$ cat config.mk
export PLATFORM = sky130hd
export DESIGN_NAME = register_file_flat
export DESIGN_NICKNAME = d
export VERILOG_FILES = /design/src/rtl/nand_cpu_pkg.sv /design/src/rtl/writeback_ifc.sv /design/src/rtl/regfile_bank.sv /design/src/rtl/register_file.sv /design/src/flat_wrapper.sv
export SDC_FILE = /design/constraint.sdc
export NUM_CORES = 1
export LEC_CHECK = 0
export CAP_MARGIN = 20
export CORE_MARGIN = 3
export CORE_UTILIZATION = 35
export DETAILED_ROUTE_END_ITERATION = 7
export GPL_ROUTABILITY_DRIVEN = 1
export SLEW_MARGIN = 20
export SYNTH_ARGS = -nofsm -noshare
export SYNTH_HDL_FRONTEND = slang
export SYNTH_SLANG_ARGS = --single-unit
$ cat constraint.sdc
create_clock -name clk -period 9.8 [get_ports clk]
set_input_delay 2.45 -clock clk [delete_from_list [all_inputs] [get_ports clk]]
set_output_delay 2.45 -clock clk [all_outputs]
set_load 0.05 [all_outputs]
$ cat src/rtl/nand_cpu_pkg.sv
// Shared CPU types: register-file geometry, register address and data word types.
package nand_cpu_pkg;

    localparam int unsigned REG_COUNT  = 16;
    localparam int unsigned REG_ADDR_W = $clog2(REG_COUNT);
    localparam int unsigned DATA_W     = 16;

    typedef logic [REG_ADDR_W-1:0] reg_addr_t;
    typedef logic [DATA_W-1:0]     word_t;

    // True when a writeback bundle updates a general register.
    function automatic logic wb_writes_reg(input logic valid, input logic use_rw);
        return valid & use_rw;
    endfunction

    // True when a writeback bundle updates the predicate flag.
    function automatic logic wb_writes_ps(input logic valid, input logic write_ps);
        return valid & write_ps;
    endfunction

endpackage : nand_cpu_pkg

$ cat src/rtl/writeback_ifc.sv
// Writeback-stage bundle: at most one register and/or predicate update per cycle.
interface writeback_ifc;
    import nand_cpu_pkg::*;

    logic      valid;
    logic      use_rw;
    reg_addr_t rw_addr;
    word_t     data;
    logic      write_ps;
    logic      ps;

    modport in (
        input valid,
        input use_rw,
        input rw_addr,
        input data,
        input write_ps,
        input ps
    );

    modport out (
        output valid,
        output use_rw,
        output rw_addr,
        output data,
        output write_ps,
        output ps
    );

endinterface : writeback_ifc

$ cat src/rtl/regfile_bank.sv
// Storage array for the general registers: one write port, two combinational read ports.
module regfile_bank #(
    parameter int unsigned NUM_REGS = 16,
    parameter int unsigned WORD_W   = 16,
    localparam int unsigned ADDR_W  = $clog2(NUM_REGS)
) (
    input  logic              clk,
    input  logic              rst,
    input  logic              we,
    input  logic [ADDR_W-1:0] waddr,
    input  logic [WORD_W-1:0] wdata,
    input  logic [ADDR_W-1:0] raddr_a,
    input  logic [ADDR_W-1:0] raddr_b,
    output logic [WORD_W-1:0] rdata_a_c,
    output logic [WORD_W-1:0] rdata_b_c
);

    logic [WORD_W-1:0] mem [NUM_REGS];

    // Register array: async clear, single decoded write per edge (r0 is an ordinary register).
    always_ff @(posedge clk or posedge rst) begin
        if (rst) begin
            for (int i = 0; i < int'(NUM_REGS); i++) begin
                mem[i] <= '0;
            end
        end else if (we) begin
            mem[waddr] <= wdata;
        end
    end

    // Independent read muxes; reads return stored state only.
    always_comb begin
        rdata_a_c = mem[raddr_a];
        rdata_b_c = mem[raddr_b];
    end

endmodule : regfile_bank

$ cat src/rtl/register_file.sv
// Architectural register file: 16 general registers, predicate flag ps and retire counter.
// Build option: define REGFILE_BYPASS_EN to forward the same-cycle writeback onto ra/rt/ps.
module register_file
    import nand_cpu_pkg::*;
#(
    parameter int unsigned RETIRE_W = 16
) (
    input  logic                clk,
    input  logic                rst,
    writeback_ifc.in            wb,
    input  reg_addr_t           ra_addr,
    input  reg_addr_t           rt_addr,
    output word_t               ra,
    output word_t               rt,
    output logic                ps,
    output logic [RETIRE_W-1:0] retire_count
);

    logic  reg_we_c;
    logic  ps_we_c;
    logic  ps_q;
    word_t ra_store_c;
    word_t rt_store_c;

    assign reg_we_c = wb_writes_reg(wb.valid, wb.use_rw);
    assign ps_we_c  = wb_writes_ps(wb.valid, wb.write_ps);

    regfile_bank #(
        .NUM_REGS (REG_COUNT),
        .WORD_W   (DATA_W)
    ) u_bank (
        .clk       (clk),
        .rst       (rst),
        .we        (reg_we_c),
        .waddr     (wb.rw_addr),
        .wdata     (wb.data),
        .raddr_a   (ra_addr),
        .raddr_b   (rt_addr),
        .rdata_a_c (ra_store_c),
        .rdata_b_c (rt_store_c)
    );

    // Predicate flag: updated by any valid writeback that requests it, independent of use_rw.
    always_ff @(posedge clk or posedge rst) begin
        if (rst) begin
            ps_q <= 1'b0;
        end else if (ps_we_c) begin
            ps_q <= wb.ps;
        end
    end

    // Retire counter: one per valid writeback, silently wraps.
    always_ff @(posedge clk or posedge rst) begin
        if (rst) begin
            retire_count <= '0;
        end else if (wb.valid) begin
            retire_count <= retire_count + RETIRE_W'(1);
        end
    end

`ifdef REGFILE_BYPASS_EN
    // Forward the in-flight writeback so a same-cycle reader sees the new value.
    always_comb begin
        ra = ra_store_c;
        rt = rt_store_c;
        ps = ps_q;
        if (reg_we_c && (wb.rw_addr == ra_addr)) begin
            ra = wb.data;
        end
        if (reg_we_c && (wb.rw_addr == rt_addr)) begin
            rt = wb.data;
        end
        if (ps_we_c) begin
            ps = wb.ps;
        end
    end
`else
    // Outputs reflect stored state only; a write becomes visible after its edge.
    always_comb begin
        ra = ra_store_c;
        rt = rt_store_c;
        ps = ps_q;
    end
`endif

endmodule : register_file

$ cat src/flat_wrapper.sv
// flat-port wrapper written by rule: the top's interface ports become plain ports
module register_file_flat import nand_cpu_pkg::*;
#(
    parameter int unsigned RETIRE_W = 16
)
  (clk, rst, ra_addr, rt_addr, ra, rt, ps, retire_count, wb_valid, wb_use_rw, wb_rw_addr, wb_data, wb_write_ps, wb_ps);
  writeback_ifc wb_i ();
  input  logic clk;
  input  logic rst;
  input  reg_addr_t ra_addr;
  input  reg_addr_t rt_addr;
  output word_t ra;
  output word_t rt;
  output logic ps;
  output logic [RETIRE_W-1:0] retire_count;
  input wire logic [$bits(wb_i.valid)-1:0] wb_valid;
  input wire logic [$bits(wb_i.use_rw)-1:0] wb_use_rw;
  input wire logic [$bits(wb_i.rw_addr)-1:0] wb_rw_addr;
  input wire logic [$bits(wb_i.data)-1:0] wb_data;
  input wire logic [$bits(wb_i.write_ps)-1:0] wb_write_ps;
  input wire logic [$bits(wb_i.ps)-1:0] wb_ps;
  assign wb_i.valid = wb_valid;
  assign wb_i.use_rw = wb_use_rw;
  assign wb_i.rw_addr = wb_rw_addr;
  assign wb_i.data = wb_data;
  assign wb_i.write_ps = wb_write_ps;
  assign wb_i.ps = wb_ps;
  register_file #(.RETIRE_W(RETIRE_W)) u_core (.clk(clk), .rst(rst), .wb(wb_i), .ra_addr(ra_addr), .rt_addr(rt_addr), .ra(ra), .rt(rt), .ps(ps), .retire_count(retire_count));
endmodule
# Yosys cells after proc, flatten, opt, wreduce, memory -nomap -nowiden
# Index checks and enable logic that the tools add are counted.
# word_totals
ff_bits	273
latchBits	0
mem_bits_rw	0
romBits	0
in_bits	34
output_inout_bits	49
word_cells	38
n_memories	0
# op_classes
add_sub_neg	1
multipliers	0
n_div	0
n_lt_le_gt_ge	4
n_eq_ne	0
shifts	0
muxes	9
bitwise	5
n_reduce_logical	1
# op_table
cell	n
bitwise mux 256 bit	1
binary-select mux 16 bit (select 4 bit)	2
two-way mux 16 bit	5
demux 16 bit (select 4 bit)	1
adder 16 x 1 -> 16 bit, second input constant	1
>= comparator 5 bit, second input constant	3
NOT 4 -> 5 bit	3
less-than comparator 5 x 1 -> 1 bit, second input constant	1
AND 1 bit	2
logical AND 1 bit	1

# Longest topological paths before layout
# Gate-level depths: netlist of the first run.
# depth
depth_word	6
depth_mapped	6
ltp_nobuf	4

# Cells and area by module
# From an unflattened synthesis of the first run, not the netlist that was laid out.
# unflattened
cells_unflattened	917
hier_area_um2	14274.9
# by_module_without_submodules
mod	instances	cells_each	area_each_um2	seq_area_each_um2
regfile_bank	1	852	13487.9	6406.1
register_file	1	65	787.0	425.4

# Worst setup path before layout of the first run
# Ideal clock, no wire load.
# synth_path
kind	input port to output port
startpoint	input ra_addr[0]
endpoint	output ra[10]
arrival_ns	3.977
path_slack_ns	3.373
stages	5
path_buffers	2
cell_sequence	buf_2 > buf_2 > mux4_2 > a22oi_1 > nand2_1
# synth_between
elab_chain_cells	4
# synth_rtl
item	line	source
from (decl)	flat_wrapper.sv:10	input reg_addr_t ra_addr;
NOT 4 -> 5 bit (not written as such)	regfile_bank.sv:33	rdata_a_c = mem[raddr_a];
binary-select mux 16 bit (select 4 bit)	regfile_bank.sv:33	
two-way mux 16 bit (not written as such) (2 in series)	regfile_bank.sv:33	
to (decl)	flat_wrapper.sv:12	output word_t ra;
# No other way between the ends. The select of a mux whose other input is x is not followed.

# Worst setup path in the final report of the first run
# layout_path
startpoint	input rt_addr[0]
endpoint	output rt[5]
# layout_between
elab_chain_cells	4
# layout_rtl
item	line	source
from (decl)	flat_wrapper.sv:11	input reg_addr_t rt_addr;
NOT 4 -> 5 bit (not written as such)	regfile_bank.sv:34	rdata_b_c = mem[raddr_b];
binary-select mux 16 bit (select 4 bit)	regfile_bank.sv:34	
two-way mux 16 bit (not written as such) (2 in series)	regfile_bank.sv:34	
to (decl)	flat_wrapper.sv:13	output word_t rt;
# No other way between the ends. The select of a mux whose other input is x is not followed.

==> run metrics, run 1 <==
commonest cells after routing, fill and taps aside=dfrtp_1 (273), mux2_2 (238), mux4_2 (128); most used flip-flop cell after synthesis=dfrtp_1; wire per inst=24.71 microns; Post-synth EDFFs=0; Final setup viols=0; Initial Util=0.3554; Die ar.=42880 sq um; R2R Path End=u_core.retire_count[15]; CP max stage delay=0.73 ns; Slew headroom=0.2212; Final Max Slew Viols=0; DRC Markers=0; Total GRT Usage=0.1717; Synth cell types=30; worst-path cell chain=buf_4, buf_4, mux4_2, a22oi_1, nand2_1, clkdlybuf4s50_1; hold path depth=1; Crit Path Max Fanout=43; setup bufs post-CTS=0; Peak VDD IR=0.1222 mV; share of cells above drive strength 1=0.4868; H-tree depth=1; clk_lat worst skew=0.54 ns; Iter 0 DRT Violations=602; ys async rst share=1.000; PD cells=210.9 nW/um^2; outcome=finished, final reports clean; Max Cap Violations=0; Root Driver=clkbuf_16; Yosys warning count=0; hold_sp=u_core.retire_count[5]; hold_buf cts=0; hold crit path type=reg2reg; CP required=7.35 ns; setup TNS=0 ns; clock buffer depth=3; Tcrit/Tclk final=0.7777; flop-to-flop setup slack=8.19 ns; Worst Path Buf+Inv=3; Final Hold Violating Endpoints=0; skew final=0.005561 ns; Worst EP arrival=5.17 ns; Crit Path Class=in2out; Layout Utilization=0.4133; TritonRoute pass-1 iters=4; diode count=0; Critical Path End Type=output pin; Worst-path clk slew=0.06 ns; core area=39820 sq um; Rows=73; Worst setup SP type=primary input; largest net degree at the start of global routing=79; Die Height=207.1 microns; GRT Residual Overflow=0; syn nets=944; Slew @ Worst Pin=1.168 ns; Nets=1002; Detail Route Antenna Nets=0; R2R cell count=4; Top Ports=83; Max Clk Rate=131.2 MHz; overall via count from detail_route=8529; Reg-to-Reg Start=u_core.retire_count[2]; mapped cell area=14150 sq um; first-pass GRT wire length=57.26 mm; Num CTS Buffers=31; Detailed Route WL=37.34 mm; post-cts resize count=0; Clock Sinks=273; Die X=207.1 microns; Post-Syn Instances=909; RePlAce Congestion=0.7284; kind of cell adding the most delay to the critical path=buffers and inverters; synthesized area per cell=15.57 sq um; Endpoint, Worst Hold=u_core.retire_count[5]; most common cell after layout, fill and taps aside=dfrtp_1; Layout area overhead=16.29%; minimum clock period after layout=7.622 ns; vias per std cell=5.645; HPWL Detailed=21.34 mm; CP max-delay cell=clkdlybuf4s50_1; most frequent CP cell=buf_4; PortBufs=82; initial antenna violation count=0; sequential cell area fraction in the yosys report=0.4827; RSZ-0062 raised after global routing=no; CTS tree=built; P_leak=6.961 nW; vias in the first global route=9050; register bit count reported by yosys=273
[how the worst max path moves through the flow]
stage	startpoint	endpoint	slack, ns	depth (start not counted)
after floorplan	ra_addr[0]	ra[10]	3.37	5
after global placement	rt_addr[0]	rt[5]	2.10	6
after detailed placement	rt_addr[0]	rt[5]	2.10	6
after CTS	rt_addr[0]	rt[5]	2.10	6
after global routing	rt_addr[0]	rt[7]	1.98	6
final	rt_addr[0]	rt[5]	2.18	6
[area by class of cell]
cell class              count  area [sq um]
fillers                  3705         23360
flip-flops and latches    273          6832
repair buffers            105          1012
clock inverters             7         41.29
multi-input cells         554          6997
clock buffers              45         908.4
inverters                   2         11.26
well taps                 525         656.9
[synthesized netlist by cell type (all sizes together) (4+ instances only)]
library cell	count	area [sq um]
dfrtp	273	6832
mux2	258	2980
mux4	128	2883
a22oi	64	480.5
nand2	42	157.7
clkbuf	41	153.9
buf	39	210.2
nor2	15	78.82
xnor2	11	96.34
nand2b	5	31.28
nand4	5	37.53
nand3	4	20.02
nor2b	4	25.02
xor2	4	35.03
[metal layers]
metal  GRT usage  vias up  part of all wire
met5           0        -                 0
met4     0.04026        0             0.020
met3     0.02408       50             0.043
met2      0.2828      198              0.49
met1      0.2429     4646              0.45
li1            -     3635                 -
[flip-flops by register name, summed over array words and instances (netlist names)]
register             cells
u_core.u_bank.mem      256
u_core.retire_count     16
u_core.ps                1
[worst register-to-register path, delay by kind of cell, from the launching register on]
kind / cells / cell delay [ns]
xor+xnor: 1 / 0.14
flops: 1 / 0.45
simple gates: 3 / 0.90
[cells by family after synthesis]
kind of cell / count (synthesis) / share of synthesized area
DFF: 273 / 0.4827
adders and majority gates: 1 / 0.0008840
xor gates and xnor gates: 15 / 0.009283
muxes: 386 / 0.4143
AOI/OAI and AO/OA: 64 / 0.03395
and+or+nand+nor: 88 / 0.03262
buffers and inverters: 82 / 0.02626
[metrics by stage]
step	setup WS [ns]	hold WS, ns	power (W)	cell area [sq um]	cells
floorplan	3.374	0.4911	0.002154	14160	909
global placement	2.101	0.4616	0.002383	15480	1458
detailed placement	2.102	0.4828	0.002410	15480	1458
CTS	2.103	0.4950	0.003507	16430	1510
global route	1.984	0.5198	0.003636	16460	1511
finish	2.178	0.4943	0.003471	16460	1511
[report_power, final]
part	switching [W]	total, W	internal [W]
Sequential	0.000161	0.00151	0.00135
Clock	0.000450	0.00108	0.000634
Combinational	0.000404	0.000875	0.000471
Total	0.00102	0.00347	0.00245
(Power assumes the default switching activity.)
==> run 2: changes to the inputs <==
clock period = 7.3 ns   (was 9.8 ns; I/O delays follow)
==> run metrics, run 2 (same netlist as run 1, synthesis figures left out) <==
outcome=finished, final reports clean (unchanged); Final setup viols=0 (unchanged); clock buffer depth=3 (unchanged); CTS tree=built (unchanged); Detail Route Antenna Nets=0 (unchanged); Nets=1010 (was 1002); Cells after DPL=1464 (was 1458); CP required=5.48 ns (was 7.35 ns); largest net degree at the start of global routing=139 (was 79); post-cts resize count=0 (unchanged); HPWL Detailed=22.10 mm (was 21.34 mm); Most flops, register=u_core.u_bank.mem (unchanged); setup TNS=0 ns (unchanged); overall via count from detail_route=8564 (was 8529); Iter 0 DRT Violations=555 (was 602); Die X=207.1 microns (unchanged); Top Ports=83 (unchanged); vias per std cell=5.623 (was 5.645); most common cell after layout, fill and taps aside=dfrtp_1 (unchanged); vias in the first global route=9190 (was 9050); Crit Path Class=in2out (unchanged); Peak VDD IR=0.2037 mV (was 0.1222 mV); Die ar.=42880 sq um (unchanged); minimum clock period after layout=6.028 ns; PortBufs=82 (unchanged); Slew headroom=0.2442 (was 0.2212); Layout area overhead=18.13% (was 16.29%); Worst setup SP type=primary input (unchanged); Total GRT Usage=0.1751 (was 0.1717); commonest cells after routing, fill and taps aside=dfrtp_1 (273), mux2_2 (238), mux4_2 (128) (unchanged); GRT Residual Overflow=0 (unchanged); Tcrit/Tclk final=0.8257; share of cells above drive strength 1=0.4925 (was 0.4868); Endpoint, Worst Hold=u_core.retire_count[15] (was u_core.retire_count[5]); TritonRoute pass-1 iters=5 (was 4); Max Clk Rate=165.9 MHz; Crit Path Max Fanout=23 (was 43); Critical Path End Type=output pin (unchanged); setup bufs post-CTS=0 (unchanged); Initial Util=0.3554 (unchanged); Detailed Route WL=37.59 mm (was 37.34 mm); Reg-to-Reg Start=u_core.retire_count[2] (unchanged); hold_sp=u_core.retire_count[15] (was u_core.retire_count[5]); R2R Path End=u_core.retire_count[15] (unchanged); post-route insts no fill=1523 (was 1511); Root Driver=clkbuf_16 (unchanged); Worst-path clk slew=0.05 ns (was 0.06 ns); flop-to-flop setup slack=5.69 ns (was 8.19 ns); H-tree depth=2 (was 1); Max Cap Violations=0 (unchanged); hold crit path type=reg2reg (unchanged); wire per inst=24.68 microns (was 24.71 microns); first-pass GRT wire length=58.13 mm (was 57.26 mm); max reg flops=256 (unchanged); core area=39820 sq um (unchanged); Final Hold Violating Endpoints=0 (unchanged); Worst EP arrival=4.20 ns (was 5.17 ns); P_leak=7.094 nW (was 6.961 nW); RSZ-0062 raised after global routing=no (unchanged); DRC Markers=0 (unchanged); RePlAce Congestion=0.7407 (was 0.7284); Rows=73 (unchanged); hold_buf cts=0 (unchanged); Final Max Slew Viols=0 (unchanged); Num CTS Buffers=34 (was 31); Slew @ Worst Pin=1.131 ns (was 1.168 ns); Clock Sinks=273 (unchanged); clk_lat worst skew=0.52 ns (was 0.54 ns); hold path depth=1 (unchanged); Die Height=207.1 microns (unchanged); PD cells=294.0 nW/um^2 (was 210.9 nW/um^2); R2R cell count=4 (unchanged); initial antenna violation count=1 (was 0); skew final=0.004583 ns (was 0.005561 ns)
==> run 2: cell count changes in the layout (fill, tap and decap cells not counted), moves of 2 or more <==
cell,before,now
bufinv_16,0,2
buf_4,24,27
clkbuf_16,31,37
buf_12,2,5
==> run 2: area by class of cell <==
cell class | count | area (sq um)
Antenna cell | 1 | 2.502
Sequential cell | 273 | 6832
Inverter | 2 | 11.26
Timing Repair Buffer | 110 | 1084
Clock buffer | 50 | 1045
Fill cell | 3673 | 23100
Tap cell | 525 | 656.9
Multi-Input combinational cell | 554 | 6998
Clock inverter | 8 | 90.09
==> run 2: layer usage <==
metal,wire length [microns],vias up,global-route usage
met3,1770,69,0.02999
met4,1081,0,0.05829
met2,18230,217,0.2845
li1,-,3656,-
met5,0,-,0
met1,16510,4622,0.2402
==> run 2: power by group <==
group,switching [W],internal [W]
clock network,0.000647,0.00106
logic,0.000543,0.000635
registers,0.000220,0.00181
==> run 2: stage by stage <==
step                  util  instance area [sq um]  power [W]  hold WS, ns  setup slack, ns
global route        0.4198                  16720   0.005146       0.5003            1.066
finish              0.4198                  16720   0.004915       0.4797            1.272
detailed placement  0.3913                  15580   0.003244       0.4739            1.208
CTS                 0.4198                  16720   0.004969       0.4808            1.205
global placement    0.3913                  15580   0.003210       0.4622            1.223
floorplan                -                  14160   0.002891       0.4911            1.866
==> run 2: critical path, stage by stage <==
cell	delay, ns
buf_4	0.40
buf_4	0.33
mux4_2	0.52
a22oi_1	0.25
nand2_1	0.12
clkdlybuf4s50_1	0.72
==> run 2: how the worst max path moves through the flow <==
stage,start,endpoint,slack [ns],cells past startpoint
after floorplan,rst,u_core.ps,1.87,1
after global placement,rt_addr[0],rt[13],1.22,6
after detailed placement,rt_addr[0],rt[13],1.21,6
after CTS,rt_addr[0],rt[13],1.21,6
after global routing,rt_addr[0],rt[15],1.07,6
final,rt_addr[0],rt[15],1.27,6
==> run 3: changes to the inputs <==
clock period = 6.1 ns   (was 7.3 ns; I/O delays follow)
==> run metrics, run 3 (same netlist as run 1, synthesis figures left out) <==
outcome=finished, final reports clean (unchanged); Detailed Route WL=37.52 mm (was 37.59 mm); Die ar.=42880 sq um (unchanged); Die Height=207.1 microns (unchanged); Nets=1019 (was 1010); CP max-delay cell=clkdlybuf4s50_1 (unchanged); Crit Path Max Fanout=17 (was 23); Most flops, register=u_core.u_bank.mem (unchanged); Clock Sinks=273 (unchanged); Die X=207.1 microns (unchanged); DRC Markers=0 (unchanged); diode count=0 (was 1); wire per inst=24.59 microns (was 24.68 microns); post-route insts no fill=1526 (was 1523); clock buffer depth=3 (unchanged); HPWL Detailed=22.33 mm (was 22.10 mm); Total GRT Usage=0.1736 (was 0.1751); Tcrit/Tclk final=0.8638; Max Clk Rate=189.8 MHz; commonest cells after routing, fill and taps aside=dfrtp_1 (273), mux2_2 (238), mux4_2 (128) (unchanged); RSZ-0062 raised after global routing=no (unchanged); vias in the first global route=9214 (was 9190); Detail Route Antenna Nets=0 (unchanged); RePlAce Congestion=0.7409 (was 0.7407); Worst setup SP type=primary input (unchanged); Layout area overhead=17.44% (was 18.13%); most frequent CP cell=buf_4 (unchanged); setup bufs post-CTS=0 (unchanged); kind of cell adding the most delay to the critical path=buffers and inverters (unchanged); setup TNS=0 ns (unchanged); most common cell after layout, fill and taps aside=dfrtp_1 (unchanged); Worst Path Buf+Inv=3 (unchanged); clk_lat worst skew=0.57 ns (was 0.52 ns); share of cells above drive strength 1=0.5045 (was 0.4925); H-tree depth=1 (was 2); core area=39820 sq um (unchanged); Critical Path End Type=output pin (unchanged); overall via count from detail_route=8567 (was 8564); largest net degree at the start of global routing=162 (was 139); Crit Path Class=in2out (unchanged); Final Hold Violating Endpoints=0 (unchanged); Slew headroom=0.3883 (was 0.2442); Peak VDD IR=0.1967 mV (was 0.2037 mV); final worst slack=0.8307 ns (was 1.272 ns); Max Cap Violations=0 (unchanged); TritonRoute pass-1 iters=5 (unchanged); Rows=73 (unchanged); Root Driver=clkbuf_16 (unchanged); Worst EP arrival=3.74 ns (was 4.20 ns); total power=0.005674 W (was 0.004915 W); PD cells=341.4 nW/um^2 (was 294.0 nW/um^2); Cells after DPL=1477 (was 1464); max reg flops=256 (unchanged); hold crit path type=reg2reg (unchanged); Final setup viols=0 (unchanged); post-cts resize count=0 (unchanged); first-pass GRT wire length=57.68 mm (was 58.13 mm); pre-CTS setup slack=0.8217 ns (was 1.208 ns); worst-path cell chain=buf_4, buf_4, mux4_2, a22oi_1, nand2_1, clkdlybuf4s50_1 (unchanged); skew final=0.003180 ns (was 0.004583 ns); Initial Util=0.3554 (unchanged); Iter 0 DRT Violations=537 (was 555); Final Max Slew Viols=0 (unchanged); P_leak=7.091 nW (was 7.094 nW); Top Ports=83 (unchanged); CP required=4.58 ns (was 5.48 ns); hold_buf cts=0 (unchanged); GRT Residual Overflow=0 (unchanged); CP max stage delay=0.71 ns (was 0.72 ns); vias per std cell=5.614 (was 5.623); initial antenna violation count=0 (was 1); minimum clock period after layout=5.269 ns; Slew @ Worst Pin=0.9176 ns (was 1.131 ns); Worst-path clk slew=0.06 ns (was 0.05 ns); PortBufs=82 (unchanged); CTS tree=built (unchanged); Num CTS Buffers=30 (was 34)
run 3: layout make-up:
type | count | area, sq um
clock buffers | 40 | 859.6
clock inverters | 9 | 128.9
fillers | 3647 | 23200
inverters | 2 | 11.26
multi-input cells | 554 | 6964
flip-flops and latches | 273 | 6832
well taps | 525 | 656.9
repair buffers | 123 | 1169
run 3: final timing paths:
| kind | start | endpoint | slack [ns] | cells after the start |
|---|---|---|---|---|
| worst max-delay path | ra_addr[0] | ra[0] | 0.83 | 6 |
| worst min-delay path | u_core.retire_count[15] | u_core.retire_count[15] | 0.48 | 1 |
| worst max register to register | u_core.retire_count[2] | u_core.retire_count[15] | 4.49 | 4 |
| worst min register to register | u_core.retire_count[15] | u_core.retire_count[15] | 0.48 | 1 |
| max in group asynchronous | rst | u_core.u_bank.mem[217] | 3.70 | 3 |
| min in group asynchronous | rst | u_core.u_bank.mem[127] | 1.24 | 2 |
run 3: per-stage QoR:
step	hold slack [ns]	utilization	area [sq um]
finish	0.4783	0.4174	16620
global route	0.5064	0.4174	16620
CTS	0.4747	0.4174	16620
detailed placement	0.4669	0.3925	15630
global placement	0.4622	0.3925	15630
floorplan	0.4911	-	14160
run 3: power breakdown:
| part | switching [W] | internal, W |
|---|---|---|
| logic | 0.000649 | 0.000757 |
| registers | 0.000265 | 0.00217 |
| clock network | 0.000732 | 0.00110 |
run 3: worst register-to-register path, stage by stage, from the launching register on:
cell and delay (ns):
dfrtp_1 0.44, and3_1 0.24, nand3_1 0.20, or4_1 0.47, xnor2_1 0.14
run 3: layer usage:
layer	up-vias	routed length, microns	track usage
met3	45	1735	0.02741
met1	4657	16700	0.2437
li1	3663	-	-
met4	0	603	0.03792
met2	202	18490	0.2872
met5	-	0	0
